--- src/rtl/wb_pkg.sv ---
// rtl/wb_pkg.sv - shared types and default widths for the Wishbone initiator bridge.
package wb_pkg;

  localparam int WB_DATA_WIDTH_DEF = 32;
  localparam int WB_ADDR_WIDTH_DEF = 32;
  localparam int WB_SEL_WIDTH_DEF  = WB_DATA_WIDTH_DEF / 8;
  localparam int TIMEOUT_CYCLES_DEF = 255;

  typedef enum logic [1:0] {
    IDLE = 2'd0,
    BUS  = 2'd1,
    RESP = 2'd2
  } state_t;

  typedef struct packed {
    logic [WB_DATA_WIDTH_DEF-1:0] rdata;
    logic                         err;
  } rsp_t;

endpackage

--- src/rtl/wb_timeout_counter.sv ---
// rtl/wb_timeout_counter.sv - saturating cycle counter that flags the last permitted cycle.
module wb_timeout_counter #(
  parameter int TIMEOUT_CYCLES = 255
) (
  input  logic clk_i,
  input  logic rst_n_i,
  input  logic clear_i,
  input  logic enable_i,
  output logic expired_o
);

  localparam int CNT_W = (TIMEOUT_CYCLES > 0) ? $clog2(TIMEOUT_CYCLES + 1) : 1;
  localparam logic [CNT_W-1:0] LAST = (TIMEOUT_CYCLES == 0) ? '0 : CNT_W'(TIMEOUT_CYCLES - 1);

  logic [CNT_W-1:0] count;

  always_ff @(posedge clk_i) begin
    if (!rst_n_i || clear_i) begin
      count <= '0;
    end else if (enable_i && (count != '1)) begin
      count <= count + CNT_W'(1);
    end
  end

  // A zero limit means the timeout is disabled entirely.
  assign expired_o = (TIMEOUT_CYCLES != 0) && (count == LAST);

endmodule

--- src/rtl/wb_master_bridge.sv ---
// rtl/wb_master_bridge.sv - single-transfer Wishbone classic initiator with request/response channels.
module wb_master_bridge
  import wb_pkg::*;
#(
  parameter int WB_DATA_WIDTH  = WB_DATA_WIDTH_DEF,
  parameter int WB_ADDR_WIDTH  = WB_ADDR_WIDTH_DEF,
  parameter int WB_SEL_WIDTH   = WB_SEL_WIDTH_DEF,
  parameter int TIMEOUT_CYCLES = TIMEOUT_CYCLES_DEF
) (
  input  logic                     clk_i,
  input  logic                     rst_n_i,
  input  logic                     req_valid_i,
  output logic                     req_ready_o,
  input  logic                     req_we_i,
  input  logic [WB_ADDR_WIDTH-1:0] req_addr_i,
  input  logic [WB_DATA_WIDTH-1:0] req_wdata_i,
  input  logic [WB_SEL_WIDTH-1:0]  req_sel_i,
  output logic                     rsp_valid_o,
  input  logic                     rsp_ready_i,
  output logic [WB_DATA_WIDTH-1:0] rsp_rdata_o,
  output logic                     rsp_err_o,
  output logic [WB_ADDR_WIDTH-1:0] wb_addr_o,
  output logic [WB_DATA_WIDTH-1:0] wb_data_o,
  output logic                     wb_we_o,
  output logic [WB_SEL_WIDTH-1:0]  wb_sel_o,
  output logic                     wb_stb_o,
  output logic                     wb_cyc_o,
  input  logic                     wb_ack_i,
  input  logic                     wb_err_i,
  input  logic [WB_DATA_WIDTH-1:0] wb_data_i
);

  state_t state, state_next;
  logic   expired, terminate;

  logic                     cyc_d, we_d, rsp_valid_d, rsp_err_d;
  logic [WB_ADDR_WIDTH-1:0] addr_d;
  logic [WB_DATA_WIDTH-1:0] data_d, rsp_rdata_d;
  logic [WB_SEL_WIDTH-1:0]  sel_d;

  wb_timeout_counter #(.TIMEOUT_CYCLES(TIMEOUT_CYCLES)) u_timeout (
    .clk_i     (clk_i),
    .rst_n_i   (rst_n_i),
    .clear_i   (state != BUS),
    .enable_i  ((state == BUS) && !wb_ack_i && !wb_err_i),
    .expired_o (expired)
  );

  assign terminate = wb_err_i || wb_ack_i || expired;

  always_ff @(posedge clk_i) begin
    if (!rst_n_i) state <= IDLE;
    else          state <= state_next;
  end

  always_comb begin
    state_next = state;
    case (state)
      IDLE:    if (req_valid_i && req_ready_o) state_next = BUS;
      BUS:     if (terminate) state_next = RESP;
      RESP:    if (rsp_ready_i) state_next = IDLE;
      default: state_next = IDLE;
    endcase
  end

  // Next values for the output registers; everything holds unless the state acts on it.
  always_comb begin
    cyc_d       = wb_cyc_o;
    we_d        = wb_we_o;
    addr_d      = wb_addr_o;
    data_d      = wb_data_o;
    sel_d       = wb_sel_o;
    rsp_valid_d = rsp_valid_o;
    rsp_err_d   = rsp_err_o;
    rsp_rdata_d = rsp_rdata_o;
    case (state)
      IDLE: if (req_valid_i && req_ready_o) begin
        cyc_d  = 1'b1;
        we_d   = req_we_i;
        addr_d = req_addr_i;
        data_d = req_wdata_i;
        sel_d  = req_sel_i;
      end
      BUS: if (terminate) begin
        cyc_d       = 1'b0;
        we_d        = 1'b0;
        rsp_valid_d = 1'b1;
        rsp_err_d   = wb_err_i || !wb_ack_i;
        rsp_rdata_d = (!wb_err_i && wb_ack_i && !wb_we_o) ? wb_data_i : '0;
      end
      RESP: if (rsp_ready_i) begin
        rsp_valid_d = 1'b0;
        rsp_err_d   = 1'b0;
      end
      default: ;
    endcase
  end

  always_ff @(posedge clk_i) begin
    if (!rst_n_i) begin
      req_ready_o <= 1'b1;
      rsp_valid_o <= 1'b0;
      rsp_err_o   <= 1'b0;
      rsp_rdata_o <= '0;
      wb_cyc_o    <= 1'b0;
      wb_we_o     <= 1'b0;
      wb_addr_o   <= '0;
      wb_data_o   <= '0;
      wb_sel_o    <= '0;
    end else begin
      req_ready_o <= (state_next == IDLE);
      rsp_valid_o <= rsp_valid_d;
      rsp_err_o   <= rsp_err_d;
      rsp_rdata_o <= rsp_rdata_d;
      wb_cyc_o    <= cyc_d;
      wb_we_o     <= we_d;
      wb_addr_o   <= addr_d;
      wb_data_o   <= data_d;
      wb_sel_o    <= sel_d;
    end
  end

  assign wb_stb_o = wb_cyc_o;

endmodule

--- config.mk ---
export PLATFORM = sky130hd
export DESIGN_NAME = wb_master_bridge
export DESIGN_NICKNAME = d
export VERILOG_FILES = /design/src/rtl/wb_pkg.sv /design/src/rtl/wb_timeout_counter.sv /design/src/rtl/wb_master_bridge.sv
export SDC_FILE = /design/constraint.sdc
export NUM_CORES = 1
export LEC_CHECK = 0
export ABC_CLOCK_PERIOD_IN_PS = 4150
export CORE_MARGIN = 3
export CORE_UTILIZATION = 42
export DETAILED_ROUTE_END_ITERATION = 10
export GPL_TIMING_DRIVEN = 0
export PLACE_DENSITY = 0.85
export SYNTH_ARGS = -nofsm -noshare
export SYNTH_HDL_FRONTEND = slang
export SYNTH_SLANG_ARGS = --single-unit
--- constraint.sdc ---
create_clock -name clk_i -period 4.15 [get_ports clk_i]
set_clock_uncertainty 0.2 [all_clocks]
set_input_delay 0.83 -clock clk_i [delete_from_list [all_inputs] [get_ports clk_i]]
set_output_delay 0.83 -clock clk_i [all_outputs]
set_load 0.01 [all_outputs]
==> flow_metrics.env, run 1 <==
export IMPL_dr_pass1_iters=5
export IMPL_syn_num_nets=557
export IMPL_synth_flop_cell="dfxtp_1"
export IMPL_grt_pass1_wl_mm=20.7
export IMPL_clock_latency_ns=0.51
export IMPL_final_cell_mix="clkdlybuf4s50_1 (212), nand2_1 (145), dfxtp_1 (115)"
export IMPL_grt_max_degree=17
export IMPL_syn_to_final_growth_pct=71.0
export IMPL_avgViaCountPerCell=5.06
export IMPL_drc=0
export IMPL_port_buffer_count=212
export IMPL_grt_antenna_before_repair=0
export IMPL_p_leak_nw=2.49
export IMPL_via_count=4138
export IMPL_synth_edff_count=0
export IMPL_slew_viol_final=0
export IMPL_ys_top_cells_by_area="dfxtp_1 (58%), nand2_1 (14%), a21oi_1 (9.4%)"
export IMPL_multi_input_area_sq_um=1560
export IMPL_drt_initial_drc_count=225
export IMPL_yosysWarnings=0
export IMPL_arrival_ns=2.91
export IMPL_ant_nets=0
export IMPL_die_area_sq_um=10700
export IMPL_vdd_ir_drop_max_uv=267
export IMPL_intPower_mw=2.23
export IMPL_wl_mm=13.1
export IMPL_cp_start_kind="input port"
export IMPL_critPathCaptureType="flip-flop"
export IMPL_seqPwrFrac_pct=40.1
export IMPL_rsz0062_at_grt="no"
export IMPL_max_freq_ghz=0.375
export IMPL_core_area_sq_um=8980
export IMPL_ys_ff_latch=115
export IMPL_finalSetupViolCount=0
export IMPL_rows=34
export IMPL_ys_seq_area_share_pct=57.6
export IMPL_startpoint="rst_n_i"
export IMPL_min_path_cells=2
export IMPL_layout_min_cycle_time_ns=2.66
export IMPL_finalCritPeriodShare_pct=64.2
export IMPL_htreeDepth=4
export IMPL_p_clk_share_pct=44.8
export IMPL_cts_root_buf="clkbuf_8"
export IMPL_synth_cell_types=38
export IMPL_fill_cells=632
export IMPL_hold_viol=0
export IMPL_die_y_um=104
export IMPL_die_width_um=104
export IMPL_min_to="wb_data_o[13]$_SDFFE_PN0P_"
export IMPL_status="complete, no violations"
export IMPL_maxCapViolCount=0
export IMPL_syn_area_sq_um=4000
export IMPL_gr_total_overflow=0
export IMPL_seq_area_sq_um=2300
export IMPL_r2r_start="u_timeout.count[0]$_SDFFE_PP0P_"
export IMPL_clock_path_buffers=2
export IMPL_final_common_cell="clkdlybuf4s50_1"
export IMPL_synth_top_area_share_pct=57.6
export IMPL_numCtsBuffers=17
export IMPL_power_switching_mw=0.774
export IMPL_pwr_share_comb_pct=15.1
export IMPL_cts_tree="done"
export IMPL_initial_core_util_pct=44.5
export IMPL_clock_sinks=115
export IMPL_hold_buffers=0
export IMPL_cts_resized=0
export IMPL_nets=788
export IMPL_crit_required_ns=4.40
export IMPL_r2r_end="rsp_rdata_o[8]$_SDFFE_PN0P_"
export IMPL_hp_class="flip-flop to flip-flop"
export IMPL_cts_setup_buffers=0
export IMPL_p_sw_share_pct=25.8
export IMPL_hpwlAfterDp_mm=9.78
export IMPL_max_slew_margin_rel_pct=63.8
export IMPL_wl_per_cell_um=16.0
export IMPL_hold_worst_slack_ns=0.252
export IMPL_power_density_nw_per_um2=439
export IMPL_tns_ns=0
export IMPL_synth_largest_area_cell="dfxtp_1"
export IMPL_critPathKind="input port to flip-flop"
export IMPL_hold_path_startpoint="wb_data_o[13]$_SDFFE_PN0P_"
export IMPL_postSynthAreaPerCell_sq_um=8.92
export IMPL_grt_pass1_vias=4216
export IMPL_diodes=0
export IMPL_clk_pin_slew_ns=0.06
export IMPL_async_reset_ff_share_pct=0
export IMPL_place_gp_congestion=0.840
export IMPL_syn_inst=448
export IMPL_tightest_slew_ns=0.543
export IMPL_path_max_fanout=10
export IMPL_track_usage_pct=24.1
export IMPL_layout_drive_gt1_share_pct=6.21
export IMPL_r2r_cells=7
export IMPL_rrSetupSlack_ns=1.92
export IMPL_boundaryPins=213
-- metal layers --
| metal | vias to the layer above | track usage [%] | share of wire (%) |
|---|---|---|---|
| li1 | 1989 | - | - |
| met5 | - | 0 | 0 |
| met4 | 0 | 9.02 | 1.9 |
| met1 | 1940 | 25.4 | 38 |
| met2 | 189 | 42.9 | 51 |
| met3 | 20 | 10.1 | 9.1 |
-- synthesized netlist by cell type, types with 2 or more instances --
master	instances
o21ai_0	2
a21oi_1	75
nor2_1	9
inv_1	2
and3_1	2
ha_1	2
a211oi_1	2
nand3b_1	2
a22o_1	32
xnor2_1	3
nand2_1	145
nand3_1	3
buf_2	2
dfxtp_1	115
nand4_1	2
clkbuf_1	28
-- power groups by stage --
stage / registers, mW / logic (mW) / clock network [mW]
4_1_cts: 1.21 / 0.455 / 1.36
3_5_place_dp: 1.23 / 0.450 / 0
2_1_floorplan: 1.25 / 0.141 / 0
6_report: 1.20 / 0.452 / 1.35
3_3_place_gp: 1.22 / 0.440 / 0
5_1_grt: 1.21 / 0.488 / 1.40
-- layout make-up --
cell class,instances,area share (%)
clock inverters,14,1.90
flip-flops and latches,115,33.7
well taps,126,2.31
clock buffers,18,6.26
plain buffers,31,1.79
repair buffers,212,31.1
inverters,3,0.165
multi-input cells,299,22.8
-- registers in the layout (all words and copies together) (netlist names) --
signal	flops
rsp_err_o	1
rsp_rdata_o	32
rsp_valid_o	1
wb_we_o	1
wb_data_o	32
state	2
wb_sel_o	4
u_timeout.count	8
wb_cyc_o	1
wb_addr_o	32
req_ready_o	1
-- critical path, cell delays in order --
cell             delay [ns]
clkdlybuf4s50_1        0.61
inv_2                  0.07
clkbuf_1               0.25
a21oi_1                0.51
clkbuf_1               0.42
a22o_1                 0.23
-- worst max path at each step --
stage | cells past startpoint | to | slack, ns
global placement | 6 | rsp_rdata_o[18]$_SDFFE_PN0P_ | 1.0
finish | 6 | rsp_rdata_o[8]$_SDFFE_PN0P_ | 1.49
CTS | 6 | rsp_rdata_o[8]$_SDFFE_PN0P_ | 1.46
global route | 6 | rsp_rdata_o[8]$_SDFFE_PN0P_ | 1.32
floorplan | 3 | u_timeout.count[6]$_SDFFE_PP0P_ | 1.97
detailed placement | 6 | rsp_rdata_o[8]$_SDFFE_PN0P_ | 0.93
-- cell families after synthesis --
family | after synthesis | share of synthesized area [%]
flip-flops | 115 | 57.6
AO/OA/AOI/OAI | 119 | 19.2
XOR/XNOR | 4 | 0.877
adder cells (fa/ha/maj) | 2 | 0.626
buffers and inverters | 34 | 3.35
AND/OR/NAND/NOR | 174 | 18.3
-- per-stage QoR --
step | util, % | setup slack, ns | cells | total power, mW | area [sq um]
global route | 76.1 | 1.32 | 818 | 3.10 | 6830
floorplan | - | 1.97 | 448 | 1.40 | 4000
CTS | 76.1 | 1.46 | 818 | 3.02 | 6830
detailed placement | 69.9 | 0.932 | 786 | 1.68 | 6270
finish | 76.1 | 1.49 | 818 | 3.00 | 6830
global placement | 69.9 | 0.998 | 786 | 1.66 | 6270
Note: power is estimated with default switching activity, not from simulation.
==> run 2: changes to the inputs <==
ABC_CLOCK_PERIOD_IN_PS = 2200   (was 4150)
CORE_UTILIZATION = 35   (was 42)
PLACE_DENSITY = 0.76   (was 0.85)
clock period = 2.2 ns   (was 4.15 ns; I/O delays follow)
==> run 2 against run 1 <==
Net effect: cell count increased by 1.7%; sequential share of layout area decreased by 0.35 points; worst hold slack got worse by 0.00061 ns; power increased by 96%; clock power increased by 100%; core utilization decreased by 13 points; critical path depth decreased by 4; cell area increased by 1.1%; sequential cell count unchanged; combinational power increased by 87%; via count decreased by 3.5%; largest cell class unchanged.
==> flow_metrics.env, run 2 (synthesized netlist as in run 1, its figures left out) <==
export IMPL_crit_buf_inv=2
export IMPL_r2r_end="wb_data_o[24]$_SDFFE_PN0P_"
export IMPL_finalSetupViolCount=0
export IMPL_clock_sinks=115
export IMPL_largestRegisters="rsp_rdata_o x32, wb_addr_o x32, wb_data_o x32"
export IMPL_ant_nets=0
export IMPL_hold_path_startpoint="wb_addr_o[13]$_SDFFE_PN0P_"
export IMPL_final_common_cell="clkdlybuf4s50_1"
export IMPL_rows=38
export IMPL_rrSetupSlack_ns=0.23
export IMPL_dr_pass1_iters=4
export IMPL_via_count=3995
export IMPL_hpwlAfterDp_mm=9.25
export IMPL_crit_required_ns=1.56
export IMPL_grt_pass1_wl_mm=19.3
export IMPL_drt_initial_drc_count=229
export IMPL_cts_tree="done"
export IMPL_drc=0
export IMPL_cts_root_buf="clkbuf_16"
export IMPL_r2r_cells=6
export IMPL_initial_core_util_pct=36.4
export IMPL_critPathKind="flip-flop to primary output"
export IMPL_cp_start_kind="flip-flop"
export IMPL_cp_num_cells=2
export IMPL_crit_chain="buf_4 -> clkdlybuf4s50_1"
export IMPL_wl_mm=12.2
export IMPL_clock_path_buffers=2
export IMPL_clk_pin_slew_ns=0.05
export IMPL_slowest_delay_ns=0.52
export IMPL_fin_ws_ns=0.130
export IMPL_port_buffer_count=212
export IMPL_fill_cells=932
export IMPL_path_max_fanout=3
export IMPL_final_cell_mix="clkdlybuf4s50_1 (212), nand2_1 (145), dfxtp_1 (115)"
export IMPL_maxCapViolCount=0
export IMPL_pre_cts_slack_ns=-0.524
export IMPL_syn_to_final_growth_pct=72.8
export IMPL_fin_area_sq_um=6910
export IMPL_core_area_sq_um=11000
export IMPL_placed_cell_area_sq_um=6290
export IMPL_boundaryPins=213
export IMPL_vdd_ir_drop_max_uv=494
export IMPL_hp_class="flip-flop to flip-flop"
export IMPL_slew_viol_final=0
export IMPL_gr_total_overflow=0
export IMPL_max_slew_margin_rel_pct=67.1
export IMPL_fin_util_pct=62.9
export IMPL_hold_buffers=0
export IMPL_avgViaCountPerCell=4.80
export IMPL_wl_per_cell_um=14.7
export IMPL_nets=788
export IMPL_place_gp_congestion=0.815
export IMPL_hold_viol=0
export IMPL_cp_slowest_cell="clkdlybuf4s50_1"
export IMPL_critical_path_top_delay_family="buffers and inverters"
export IMPL_die_width_um=113
export IMPL_min_to="wb_addr_o[13]$_SDFFE_PN0P_"
export IMPL_arrival_ns=1.43
export IMPL_status="complete, no violations"
export IMPL_max_freq_ghz=0.483
export IMPL_finalCritPeriodShare_pct=94.1
export IMPL_clock_latency_ns=0.40
export IMPL_hold_worst_slack_ns=0.252
export IMPL_die_y_um=113
export IMPL_track_usage_pct=18.8
export IMPL_tns_ns=0
export IMPL_grt_pass1_vias=4016
export IMPL_grt_antenna_before_repair=0
export IMPL_critPathCaptureType="primary output"
export IMPL_grt_max_degree=17
export IMPL_die_area_sq_um=12700
export IMPL_htreeDepth=4
export IMPL_cts_setup_buffers=0
export IMPL_p_leak_nw=2.54
export IMPL_layout_min_cycle_time_ns=2.07
export IMPL_tightest_slew_ns=0.494
export IMPL_numCtsBuffers=17
export IMPL_layout_drive_gt1_share_pct=6.65
export IMPL_min_path_cells=2
export IMPL_rsz0062_at_grt="no"
export IMPL_power_density_nw_per_um2=852
export IMPL_r2r_start="state[1]$_SDFF_PN0_"
export IMPL_diodes=0
-- run 2: metrics by stage --
| step | power (mW) | cells |
|---|---|---|
| after CTS | 5.95 | 832 |
| final | 5.88 | 832 |
| after detailed placement | 3.16 | 800 |
| after global placement | 3.14 | 800 |
| after floorplan | 2.63 | 448 |
| after global routing | 6.12 | 832 |
-- run 2: what timing repair did --
item                                    in CTS  in global routing
endpoints found under the hold margin        0                  0
resized for setup                            1                  8
endpoints found under the setup margin      30                 30
-- run 2: worst max-delay path by stage --
stage,from,end
3_3_place_gp,rst_n_i,rsp_rdata_o[2]$_SDFFE_PN0P_
4_1_cts,rst_n_i,rsp_rdata_o[16]$_SDFFE_PN0P_
2_1_floorplan,wb_ack_i,u_timeout.count[6]$_SDFFE_PP0P_
6_report,wb_cyc_o$_SDFFE_PN0P_,wb_stb_o
3_5_place_dp,rst_n_i,rsp_rdata_o[16]$_SDFFE_PN0P_
5_1_grt,wb_cyc_o$_SDFFE_PN0P_,wb_stb_o
-- run 2: cell type report --
cell class / count / area [sq um] / share of cell area [%]
Inverter: 3 / 11.3 / 0.163
Timing Repair Buffer: 212 / 2120 / 30.7
Buffer: 31 / 128 / 1.85
Clock buffer: 22 / 474 / 6.87
Clock inverter: 10 / 130 / 1.88
Sequential cell: 115 / 2300 / 33.3
Tap cell: 140 / 175 / 2.54
Multi-Input combinational cell: 299 / 1560 / 22.6
-- run 2: per-layer routing --
layer	routed length, um	GRT usage [%]	vias up
li1	-	-	1984
met1	5010	20.9	1820
met2	5780	31.4	169
met3	1170	8.56	22
met4	240	7.69	0
met5	0	0	-
-- run 2: power by group --
part           switching [mW]  internal, mW
sequential             0.0674          2.21
clock                   0.903          1.86
combinational           0.378         0.466
-- run 2: tightest hold or removal path: stages, from the launching register on --
cell and delay (ns):
dfxtp_1 0.30, nand2_1 0.05, a21oi_1 0.05
